`src/rtl/cordic_reg_bank.sv`:
```
// cordic_reg_bank: host-visible register bank sitting between a simple
// strobe bus and a CORDIC controller. It holds the control word, the three
// operand registers, the captured results and the interrupt status.
//
// Optional feature: define CORDIC_DONE_COUNT_EN to add a 16-bit saturating
// completion counter in IRQ_STAT[31:16]. Without it those bits read 0.
//
// Bus handshake: there is no backpressure. wr_en is a one-cycle strobe that
// takes effect on the edge where it is sampled high. rd_en is a one-cycle
// strobe; rdata is loaded and rvalid is high for exactly the one cycle that
// follows the sampling edge. A read and a write to the same address on the
// same edge return the value held before that write.
module cordic_reg_bank (
    input  logic        clk,
    input  logic        rst,
    input  logic        wr_en,
    input  logic        rd_en,
    input  logic [2:0]  addr,
    input  logic [31:0] wdata,
    output logic [31:0] rdata,
    output logic        rvalid,
    output logic [31:0] ctrl_to_cordic,
    output logic [31:0] x_to_cordic,
    output logic [31:0] y_to_cordic,
    output logic [31:0] z_to_cordic,
    input  logic [31:0] ctrl_from_cordic,
    input  logic        ctrl_wr_en,
    input  logic [31:0] x_res,
    input  logic [31:0] y_res,
    input  logic [31:0] z_res,
    input  logic        irq_in,
    output logic        irq
);

    localparam logic [2:0]  ADDR_CTRL     = 3'd0;
    localparam logic [2:0]  ADDR_X_IN     = 3'd1;
    localparam logic [2:0]  ADDR_Y_IN     = 3'd2;
    localparam logic [2:0]  ADDR_Z_IN     = 3'd3;
    localparam logic [2:0]  ADDR_X_RES    = 3'd4;
    localparam logic [2:0]  ADDR_Y_RES    = 3'd5;
    localparam logic [2:0]  ADDR_Z_RES    = 3'd6;
    localparam logic [2:0]  ADDR_IRQ_STAT = 3'd7;

    localparam logic [31:0] CTRL_RESET    = 32'h0001_1FF0;

    // Storage
    logic [31:0] ctrlReg;
    logic [31:0] xIn;
    logic [31:0] yIn;
    logic [31:0] zIn;
    logic [31:0] xResReg;
    logic [31:0] yResReg;
    logic [31:0] zResReg;
    logic        irqPending;
    logic        irqEnable;
    logic        irqInDly;

    // Decode and next-state helpers
    logic        ctrlWrHit;
    logic        xWrHit;
    logic        yWrHit;
    logic        zWrHit;
    logic        statWrHit;
    logic        completion;
    logic        irqRise;
    logic [31:0] ctrlNext;
    logic        pendingNext;
    logic [15:0] countField;
    logic [31:0] irqStatWord;
    logic [31:0] readMux;

    // The controller's low control bits carry nothing this bank stores.
    logic        unusedCtrlLow;
    assign unusedCtrlLow = ^ctrl_from_cordic[15:0];

    assign ctrlWrHit  = wr_en && (addr == ADDR_CTRL);
    assign xWrHit     = wr_en && (addr == ADDR_X_IN);
    assign yWrHit     = wr_en && (addr == ADDR_Y_IN);
    assign zWrHit     = wr_en && (addr == ADDR_Z_IN);
    assign statWrHit  = wr_en && (addr == ADDR_IRQ_STAT);

    // A writeback while start is already clear is the end of a computation.
    assign completion = ctrl_wr_en && !ctrlReg[0];

    // Rising edge of the controller interrupt against its one-cycle delay.
    assign irqRise    = irq_in && !irqInDly;

    // Operand and control registers feed the controller directly.
    assign ctrl_to_cordic = ctrlReg;
    assign x_to_cordic    = xIn;
    assign y_to_cordic    = yIn;
    assign z_to_cordic    = zIn;

    // Control word: controller owns the upper half and clears start/stop on
    // writeback; a host write to the lower half on the same edge overrides.
    always_comb begin
        ctrlNext = ctrlReg;
        if (ctrl_wr_en) begin
            ctrlNext[31:16] = ctrl_from_cordic[31:16];
            ctrlNext[1:0]   = 2'b00;
        end
        if (ctrlWrHit) begin
            ctrlNext[15:0] = wdata[15:0];
        end
    end

    // Pending flag: write-1-to-clear, with a new interrupt edge taking priority.
    always_comb begin
        pendingNext = irqPending;
        if (statWrHit && wdata[0]) begin
            pendingNext = 1'b0;
        end
        if (irqRise) begin
            pendingNext = 1'b1;
        end
    end

`ifdef CORDIC_DONE_COUNT_EN
    logic [15:0] doneCount;

    // Completion counter: saturates, and a status write with bit 31 set clears it.
    always_ff @(posedge clk or negedge rst) begin
        if (!rst) begin
            doneCount <= 16'h0000;
        end else if (statWrHit && wdata[31]) begin
            doneCount <= 16'h0000;
        end else if (completion && (doneCount != 16'hFFFF)) begin
            doneCount <= doneCount + 16'h0001;
        end
    end

    assign countField = doneCount;
`else
    assign countField = 16'h0000;
`endif

    assign irqStatWord = {countField, 14'b0, irqEnable, irqPending};

    // Read multiplexer over the pre-edge register contents.
    always_comb begin
        readMux = 32'h0000_0000;
        case (addr)
            ADDR_CTRL:     readMux = ctrlReg;
            ADDR_X_IN:     readMux = xIn;
            ADDR_Y_IN:     readMux = yIn;
            ADDR_Z_IN:     readMux = zIn;
            ADDR_X_RES:    readMux = xResReg;
            ADDR_Y_RES:    readMux = yResReg;
            ADDR_Z_RES:    readMux = zResReg;
            ADDR_IRQ_STAT: readMux = irqStatWord;
            default:       readMux = 32'h0000_0000;
        endcase
    end

    // Control register update.
    always_ff @(posedge clk or negedge rst) begin
        if (!rst) begin
            ctrlReg <= CTRL_RESET;
        end else begin
            ctrlReg <= ctrlNext;
        end
    end

    // Host-written operand registers.
    always_ff @(posedge clk or negedge rst) begin
        if (!rst) begin
            xIn <= 32'h0000_0000;
            yIn <= 32'h0000_0000;
            zIn <= 32'h0000_0000;
        end else begin
            if (xWrHit) xIn <= wdata;
            if (yWrHit) yIn <= wdata;
            if (zWrHit) zIn <= wdata;
        end
    end

    // Result registers capture only on a completion writeback; host writes ignored.
    always_ff @(posedge clk or negedge rst) begin
        if (!rst) begin
            xResReg <= 32'h0000_0000;
            yResReg <= 32'h0000_0000;
            zResReg <= 32'h0000_0000;
        end else if (completion) begin
            xResReg <= x_res;
            yResReg <= y_res;
            zResReg <= z_res;
        end
    end

    // Interrupt status, input delay and the registered host interrupt.
    always_ff @(posedge clk or negedge rst) begin
        if (!rst) begin
            irqPending <= 1'b0;
            irqEnable  <= 1'b0;
            irqInDly   <= 1'b0;
            irq        <= 1'b0;
        end else begin
            irqPending <= pendingNext;
            irqInDly   <= irq_in;
            irq        <= irqPending && irqEnable;
            if (statWrHit) begin
                irqEnable <= wdata[1];
            end
        end
    end

    // Registered read port: data and a one-cycle valid pulse.
    always_ff @(posedge clk or negedge rst) begin
        if (!rst) begin
            rdata  <= 32'h0000_0000;
            rvalid <= 1'b0;
        end else begin
            rvalid <= rd_en;
            if (rd_en) begin
                rdata <= readMux;
            end
        end
    end

endmodule
```
`config.mk`:
```
export PLATFORM = sky130hd
export DESIGN_NAME = cordic_reg_bank
export DESIGN_NICKNAME = d
export VERILOG_FILES = /design/src/rtl/cordic_reg_bank.sv
export SDC_FILE = /design/constraint.sdc
export NUM_CORES = 1
export LEC_CHECK = 0
export ABC_AREA = 1
export CAP_MARGIN = 20
export CORE_MARGIN = 8
export CORE_UTILIZATION = 52
export DETAILED_ROUTE_END_ITERATION = 16
export GPL_TIMING_DRIVEN = 0
export HOLD_SLACK_MARGIN = 0.15
export PLACE_DENSITY = 0.88
export SLEW_MARGIN = 20
export SYNTH_ARGS = -nofsm -noshare
export SYNTH_HDL_FRONTEND = slang
export SYNTH_SLANG_ARGS = --single-unit
```
`constraint.sdc`:
```
create_clock -name clk -period 2.5 [get_ports clk]
set_input_delay 0.25 -clock clk [delete_from_list [all_inputs] [get_ports clk]]
set_output_delay 0.25 -clock clk [all_outputs]
set_load 0.02 [all_outputs]
```
==> results of run 1 <==
[layer usage]
layer  part of all wire, %  wire length, um  vias up
met1                    37            18100     5896
met5                 0.018                9        -
li1                      -                -     5165
met3                    11             5450      191
met4                   7.4             3630        2
met2                    44            21700      886
[sequential cells by signal, indices dropped and copies added (netlist names), 32 cells and up]
signal,cells
z_to_cordic,32
y_to_cordic,32
yResReg,32
ctrl_to_cordic,32
x_to_cordic,32
rdata,32
zResReg,32
xResReg,32
[stage by stage]
stage / instance area [sq um] / total power (uW) / TNS, ps / utilization [%] / instances
finish: 16500 / 13300 / 0 / 73.3 / 2001
global route: 16500 / 13700 / 0 / 73.3 / 2000
CTS: 16500 / 13300 / 0 / 73.3 / 1999
detailed placement: 15500 / 8630 / 0 / 68.6 / 1948
global placement: 15400 / 8530 / -2456410 / 68.2 / 1945
floorplan: 11900 / 6770 / 0 / - / 1348
[cell usage in the layout (no fill, tap or decap), drive strengths merged]
cell type,synthesis,layout
clkbuf,50,85
dfrtp,251,251
dfstp,10,10
inv,86,86
buf,48,52
o21bai,3,3
a21oi,13,13
dlygate4sd3,0,2
mux2,83,83
nor2,91,91
clkinvlp,0,1
nand2,375,375
nand4,109,109
nand3,78,78
bufinv,0,8
clkinv,1,6
o21ai,150,150
clkdlybuf4s50,0,311
diode,0,2
[logic make-up after synthesis]
group,count (synthesis),synth area share [%]
multiplexers,83,7.84
AO/OA/AOI/OAI,166,7.03
buffers and inverters,185,6.32
flip-flops,261,54.9
AND/OR/NAND/NOR,653,23.9
[worst paths after layout]
check | startpoint | endpoint
worst max-delay path | addr[1] | rdata[14]
worst min-delay path | irq_in | irqInDly
worst max register to register | ctrl_to_cordic[0] | xResReg[1]
worst min register to register | irqInDly | irqPending
max in group asynchronous | rst | y_to_cordic[24]
min in group asynchronous | rst | z_to_cordic[9]
[layout make-up]
type	instances	area, sq um
timing repair buffer	317	3230
antenna	2	5.00
tap	285	357
clock inverter	14	273
buffer	98	427
fill	1676	6030
clock buffer	35	756
inverter	87	327
sequential	261	6540
multi-input combinational	902	4630
[power groups by stage]
stage	sequential, uW	combinational, uW	clock [uW]
after global routing	5470	3440	4830
after detailed placement	5450	3190	0
after floorplan	5850	921	0
after global placement	5430	3100	0
final	5420	3240	4670
after CTS	5390	3210	4660
[what timing repair did]
item                      CTS  global route
setup buffers               0             0
hold buffers                2             0
hold endpoints to repair  193             0
==> run metrics, run 1 <==
status=finished clean; met3 Track Usage GR=between 8 and 9%; Hold Path Class=in -> reg; initial core utilization=a little over half; flops & latches, synth=about 260; Crit path largest cell delay=around 480 ps; MaxCap Viol Count=0; Critical Path Fanout Max=10; net switching power=around 4000 uW; I/O Buffers=around 310; RSZ-0062 raised after global routing=no; CP Launch Type=input pin; WP data required=roughly 2900 ps; combinational fraction of design power=between 20% and 30%; Slew headroom=between 40% and 50%; pre-CTS setup slack=90.0 ps; synth warn=0; M1 GR Usage=41.9%; worst clock skew=~14 ps; critical path buffer and inverter count=2; post-synthesis cell area=roughly 12,000 sq um; fin crit share=about 83%; Clock transition at path regs=about 60 ps; Switching Share=a little under a third; EDFF count, synth=0; Crit. End Element=register; CP most frequent cell=nand2_1; CTS Buf Count=27; GRT busiest layer=met2; leak pwr=between 0.007 and 0.008 uW; Rows=55; DR vias=12,100; Layout Area Growth over Synthesis=38.7%; Placer Congestion=0.934; reg2reg path depth=4; Root Buffer Master=clkbuf_16; Yosys top cell by area=dfrtp_1; worst skew pair latency=roughly 540 ps; Top Family by Delay on Critical Path=buffers and inverters; share of layout cells above drive strength 1=11.4%; DIE AREA=28,000 sq um; slowest CP cell=clkdlybuf4s50_1; Synth top area share=a little over half; Reg power frac=40.7%; fmax=roughly 480 MHz; Chip Height=~170 um; Synth Net Count=1,517; Crit. path cell count=7; WL per Instance=~24 um; Mean Syn Cell Area=8.85 sq um; global route overflow=0; WHS=around 190 ps; post-synthesis cell type count=22; Main synth FF type=dfrtp_1; most instantiated library cell after synthesis=nand2_1; CP cell instances=clkdlybuf4s50_1, nor2_2, nand2_1, buf_2, o21ai_0, o21bai_1, nand2_1; max-slew violations=0; R2R Setup Slk=830 ps; final worst slack=435 ps; endpoints failing setup=0; dpl hpwl=between 30,000 and 40,000 um; vias in the first global route=between 10,000 and 15,000; CTS tree=built; Post-synth ARST share=100%; number of iterations in the first detailed-routing pass=6; initial DRC count=between 1,000 and 1,500; DR DRC count=0; post_cts resized=0; Internal=9250 uW; largest net degree at the start of global routing=about 80; Seq/Total Area, Yosys=a little over half; GR met2 Demand/Resource=between 50% and 60%; DRT Wirelength=48,900 um; VDD IR-drop max=between 0.5 and 0.6 mV; I/O pins=~330; core area=~23,000 sq um; min Tclk post-route=2060 ps; synthesized netlist cell count=1,348; first-pass GRT wire length=approximately 74,000 um; vias per inst=6.07; Final Hold Fails=0; Tot GR Track Use=between 30% and 40%; Clock power frac=a little over a third; hold path depth=1; Routed Antenna Nets=0; Synth top cells by count=nand2_1 (375), dfrtp_1 (251), o21ai_0 (136); number of nets in the layout=1,863; Max Root-Sink Buffers=3; cell area power density=a little over 800 nW/um^2; CTS Sinks=between 200 and 300; die span in x=approximately 170 um; WP data arrival=roughly 2500 ps; slew of the pin with the lowest slew margin=about 800 ps; Area contributors post-synth=dfrtp_1 (53%), nand2_1 (12%), mux2_2 (7.8%); WS Path Type=in -> reg; antenna violations before repair=3; htree depth=1
No activity file was read; power rests on OpenSTA's default activity.
==> run 2, diff against run 1 <==
--- a/config.mk
+++ b/config.mk
@@ -8,11 +8,11 @@
 export ABC_AREA = 1
 export CAP_MARGIN = 20
 export CORE_MARGIN = 8
-export CORE_UTILIZATION = 52
+export CORE_UTILIZATION = 49
 export DETAILED_ROUTE_END_ITERATION = 16
 export GPL_TIMING_DRIVEN = 0
 export HOLD_SLACK_MARGIN = 0.15
-export PLACE_DENSITY = 0.88
+export PLACE_DENSITY = 0.83
 export SLEW_MARGIN = 20
 export SYNTH_ARGS = -nofsm -noshare
 export SYNTH_HDL_FRONTEND = slang
==> constraint.sdc (replaced) <==
create_clock -name clk -period 1.9 [get_ports clk]
set_input_delay 0.19 -clock clk [delete_from_list [all_inputs] [get_ports clk]]
set_output_delay 0.19 -clock clk [all_outputs]
set_load 0.02 [all_outputs]
==> run metrics, run 2 (synthesized netlist as in run 1, its figures left out) <==
status=finished clean; fin crit share=99.4%; WP data required=around 2400 ps; min Tclk post-route=about 1900 ps; most frequent cells in the layout=nand2_1 (375), clkdlybuf4s50_1 (301), dfrtp_1 (251); dpl hpwl=36,400 um; DIE AREA=slightly below 30,000 sq um; worst clock skew=between 15 and 20 ps; global route overflow=0; CTS Sinks=approximately 260; antenna violations before repair=5; WS Path Type=in -> reg; I/O Buffers=between 300 and 400; design area=roughly 17,000 sq um; Chip Height=between 150 and 200 um; R2R Setup Slk=about 150 ps; number of nets in the layout=~1,900; fmax=about 530 MHz; RSZ-0062 raised after global routing=no; initial core utilization=about half; CP Launch Type=input pin; WP data arrival=roughly 2400 ps; slew of the pin with the lowest slew margin=roughly 790 ps; Post-CTS Setup Bufs=0; CTS tree=built; cell area power density=1030 nW/um^2; vias in the first global route=12,000; Post-Layout Cell Count=slightly above 2,000; Clock transition at path regs=around 70 ps; leak pwr=just under 0.008 uW; I/O pins=around 330; first-pass GRT wire length=70,900 um; max-slew violations=0; MaxCap Viol Count=0; Final Hold Fails=0; Routed Antenna Nets=0; Root Buffer Master=clkbuf_16; DR vias=around 12,000; DRT Wirelength=slightly below 50,000 um; CTS Buf Count=28; Tot GR Track Use=~32%; Rows=57; Critical Path Fanout Max=10; WL per Instance=between 20 and 25 um; endpoints failing setup=0; Placer Congestion=approximately 0.95; largest net degree at the start of global routing=74; htree depth=1; DR DRC count=0; vias per inst=between 5 and 6; core area=between 20,000 and 25,000 sq um; Crit. End Element=register; VDD IR-drop max=roughly 0.63 mV; Slew headroom=47.7%; Layout Area Growth over Synthesis=38.7%; Post-DP Area=15,500 sq um; reg2reg path depth=4; share of layout cells above drive strength 1=between 10% and 20%; Hold Path Class=in -> async; commonest non-fill, non-tap cell in the layout=nand2_1; Util after Layout=68.6%; worst skew pair latency=560 ps; Max Root-Sink Buffers=3; initial DRC count=approximately 1,500; Post-Place Cells=a little under 2,000; WHS=roughly 160 ps; number of iterations in the first detailed-routing pass=7; die span in x=between 150 and 200 um
-- run 2: cell types whose count changed in the layout (fill, tap and decap cells not counted), moves of 4 or more --
cell / previous run / this run
clkdlybuf4s50_1: 311 / 301
dlygate4sd2_1: 0 / 10
bufinv_16: 8 / 3
clkinvlp_4: 1 / 5
-- run 2: worst max-delay path: stages --
cell and delay [ps]:
clkdlybuf4s50_1 550, buf_4 210, inv_2 80, nor2_4 250, nand2_1 270, buf_2 290
nor2_1 200, nor2_1 90, nand2_1 130, nand2_1 60, nand2_1 60
-- run 2: through the flow --
step           total power (uW)  setup WS (ps)  setup TNS, ps
2_1_floorplan              8900            527              0
3_3_place_gp              11200         -10180       -2641380
5_1_grt                   17700          0.627              0
4_1_cts                   17100           53.7              0
3_5_place_dp              11400           -445         -25820
6_report                  17100           11.9              0
-- run 2: per-layer routing --
metal	up-vias	share of wire (%)	global-route usage (%)
met5	-	0.097	0
met4	8	6.5	18.4
met3	185	11	7.65
met2	844	45	50.9
met1	5757	37	39.9
li1	5188	-	-
-- run 2: final timing paths --
kind | start | to
worst max register to register | ctrl_to_cordic[0] | xResReg[7]
min in group clk | ctrl_from_cordic[27] | ctrl_to_cordic[27]
worst max-delay path | addr[1] | rdata[27]
worst min-delay path | rst | x_to_cordic[7]
worst min register to register | irqInDly | irqPending
max in group asynchronous | rst | ctrl_to_cordic[4]
-- run 2: repair_timing --
item                       CTS  global route
setup endpoints to repair   10             0
hold buffers                 3             0
resized for setup           10             0
hold endpoints to repair   128             0
-- run 2: layout make-up --
class	count	area (sq um)
well taps	324	405
clock buffers	36	812
clock inverters	16	171
inverters	87	327
fillers	1946	7560
diodes	1	2.50
plain buffers	98	427
multi-input cells	902	4630
flip-flops and latches	261	6540
repair buffers	318	3230
-- run 2: report_power, final --
group | leakage [uW] | switching [uW] | internal [uW]
Combinational | 0.00428 | 2370 | 1850
Sequential | 0.00317 | 701 | 6410
Clock | 0.000476 | 2360 | 3420
==> run 3, diff against run 2 <==
--- a/config.mk
+++ b/config.mk
@@ -12,7 +12,8 @@
 export DETAILED_ROUTE_END_ITERATION = 16
 export GPL_TIMING_DRIVEN = 0
 export HOLD_SLACK_MARGIN = 0.15
-export PLACE_DENSITY = 0.83
+export PLACE_DENSITY = 0.81
+export SKIP_LAST_GASP = 1
 export SLEW_MARGIN = 20
 export SYNTH_ARGS = -nofsm -noshare
 export SYNTH_HDL_FRONTEND = slang
==> run metrics, run 3 (synthesized netlist as in run 1, its figures left out) <==
Post-Layout Cell Count=~2,000; WHS=between 150 and 200 ps; global route overflow=0; met3 wire len=between 5000 and 6000 um; WP data required=1710 ps; fmax=approximately 530 MHz; reg2reg path depth=4; Slew headroom=between 50% and 60%; I/O pins=about 330; Routed Antenna Nets=0; RSZ-0062 raised after global routing=no; vias in the first global route=12,000; DR DRC count=0; Final Hold Fails=0; Root Buffer Master=clkbuf_16; r2r startpoint=ctrl_to_cordic[0]; Ant. Diodes=0; Layout Area Growth over Synthesis=38.8%; MaxCap Viol Count=0; die span in x=172 um; DIE AREA=slightly below 30,000 sq um; initial core utilization=around half; DR vias=roughly 12,000; VDD IR-drop max=slightly above 0.7 mV; Routed met1 length=approximately 18,000 um; R2R Setup Slk=about 180 ps; WP data arrival=1700 ps; Crit. path cell count=1; pre-CTS setup slack=-422 ps; Rows=57; antenna violations before repair=2; leak pwr=a little under 0.008 uW; dpl hpwl=roughly 36,000 um; Clock transition at path regs=60 ps; Top Family by Delay on Critical Path=buffers and inverters; slew of the pin with the lowest slew margin=approximately 750 ps; Util after Layout=between 60% and 70%; Post-Place Cells=between 1,500 and 2,000; htree depth=1; number of nets in the layout=around 1,900; vias per inst=between 5 and 6; top routing layer in use=met5; CTS tree=built; critical path buffer and inverter count=1; first-pass GRT wire length=roughly 71,000 um; largest net degree at the start of global routing=100; most frequent cells in the layout=nand2_1 (374), clkdlybuf4s50_1 (304), dfrtp_1 (251); number of iterations in the first detailed-routing pass=6; Crit. Startpoint=ctrl_to_cordic[7]; DRT Wirelength=48,200 um; Crit path largest cell delay=610 ps; worst skew pair latency=550 ps; Tot GR Track Use=between 30% and 40%; WS Path Type=reg -> out; commonest non-fill, non-tap cell in the layout=nand2_1; Crit. End Element=primary output; endpoints failing setup=0; I/O Buffers=about 310; min Tclk post-route=approximately 1900 ps; slowest CP cell=clkdlybuf4s50_1; Placer Congestion=0.926; final setup TNS=0 ps; Setup crit end=ctrl_to_cordic[7]; cell area power density=1040 nW/um^2; Chip Height=172 um; Hold Path Class=in -> reg; Worst R2R End=xResReg[6]; CTS Buf Count=28; status=finished clean; fin crit share=99.4%; Max Root-Sink Buffers=3; CP cell instances=clkdlybuf4s50_1; Critical Path Fanout Max=3; CTS Sinks=261; WL per Instance=23.6 um; met2 wire length=about 21,000 um; worst clock skew=between 10 and 15 ps; initial DRC count=between 1,000 and 1,500; core area=24,100 sq um; max-slew violations=0; share of layout cells above drive strength 1=a little under an eighth; CP Launch Type=register; final worst slack=between 10 and 15 ps; filler instances=just under 2,000
-- run 3: changes by cell type in the layout (fill, tap and decap cells not counted) --
cell	before	now
clkbuf_1	51	56
clkinvlp_4	5	2
clkdlybuf4s50_1	301	304
nand2_1	375	374
dlygate4sd2_1	10	4
diode_2	1	0
buf_16	3	2
nand2_2	0	1
clkbuf_8	6	8
clkinv_2	7	2
clkinv_4	1	0
dlymetal6s2s_1	0	3
bufinv_16	3	4
-- run 3: worst min-delay path by stage --
stage | cells past startpoint | endpoint | start | slack [ps]
global placement | 1 | irqPending | irqInDly | 400
floorplan | 0 | ctrl_to_cordic[0] | rst | -110
finish | 3 | ctrl_to_cordic[16] | ctrl_from_cordic[16] | 170
global route | 3 | irqEnable | wr_en | 180
CTS | 3 | irqEnable | wr_en | 160
detailed placement | 1 | xResReg[5] | rst | 280
-- run 3: stage by stage --
| step | area [sq um] | power, uW |
|---|---|---|
| 6_report | 16600 | 17200 |
| 3_3_place_gp | 15500 | 11200 |
| 5_1_grt | 16600 | 17800 |
| 4_1_cts | 16500 | 17200 |
| 3_5_place_dp | 15500 | 11300 |
| 2_1_floorplan | 11900 | 8900 |
-- run 3: timing repair --
action,4_1_cts,5_1_grt
gates resized for setup,4,4
hold endpoints to repair,105,0
hold buffers,3,0
setup endpoints to repair,4,4
pin swaps,0,0
setup buffers,0,0
-- run 3: worst reg2reg max path: stages, from the launching register on --
cell and delay [ps]:
dfrtp_1 380, inv_1 50, nand2_1 310, buf_2 470, mux2_2 390
-- run 3: layout make-up --
type | count | area [sq um] | area share, %
Inverter | 87 | 327 | 1.97
Timing Repair Buffer | 317 | 3220 | 19.4
Tap cell | 324 | 405 | 2.45
Multi-Input combinational cell | 902 | 4630 | 28.0
Clock buffer | 43 | 858 | 5.19
Sequential cell | 261 | 6540 | 39.5
Clock inverter | 8 | 145 | 0.877
Buffer | 98 | 427 | 2.58
-- run 3: layer usage --
metal / global-route usage [%] / up-vias
li1: - / 5173
met1: 40.3 / 5723
met2: 49.6 / 864
met3: 7.72 / 206
met4: 21.1 / 4
met5: 0 / -
-- run 3: power by group --
part / switching, uW / internal, uW
Sequential: 706 / 6410
Combinational: 2360 / 1860
Clock: 2250 / 3630
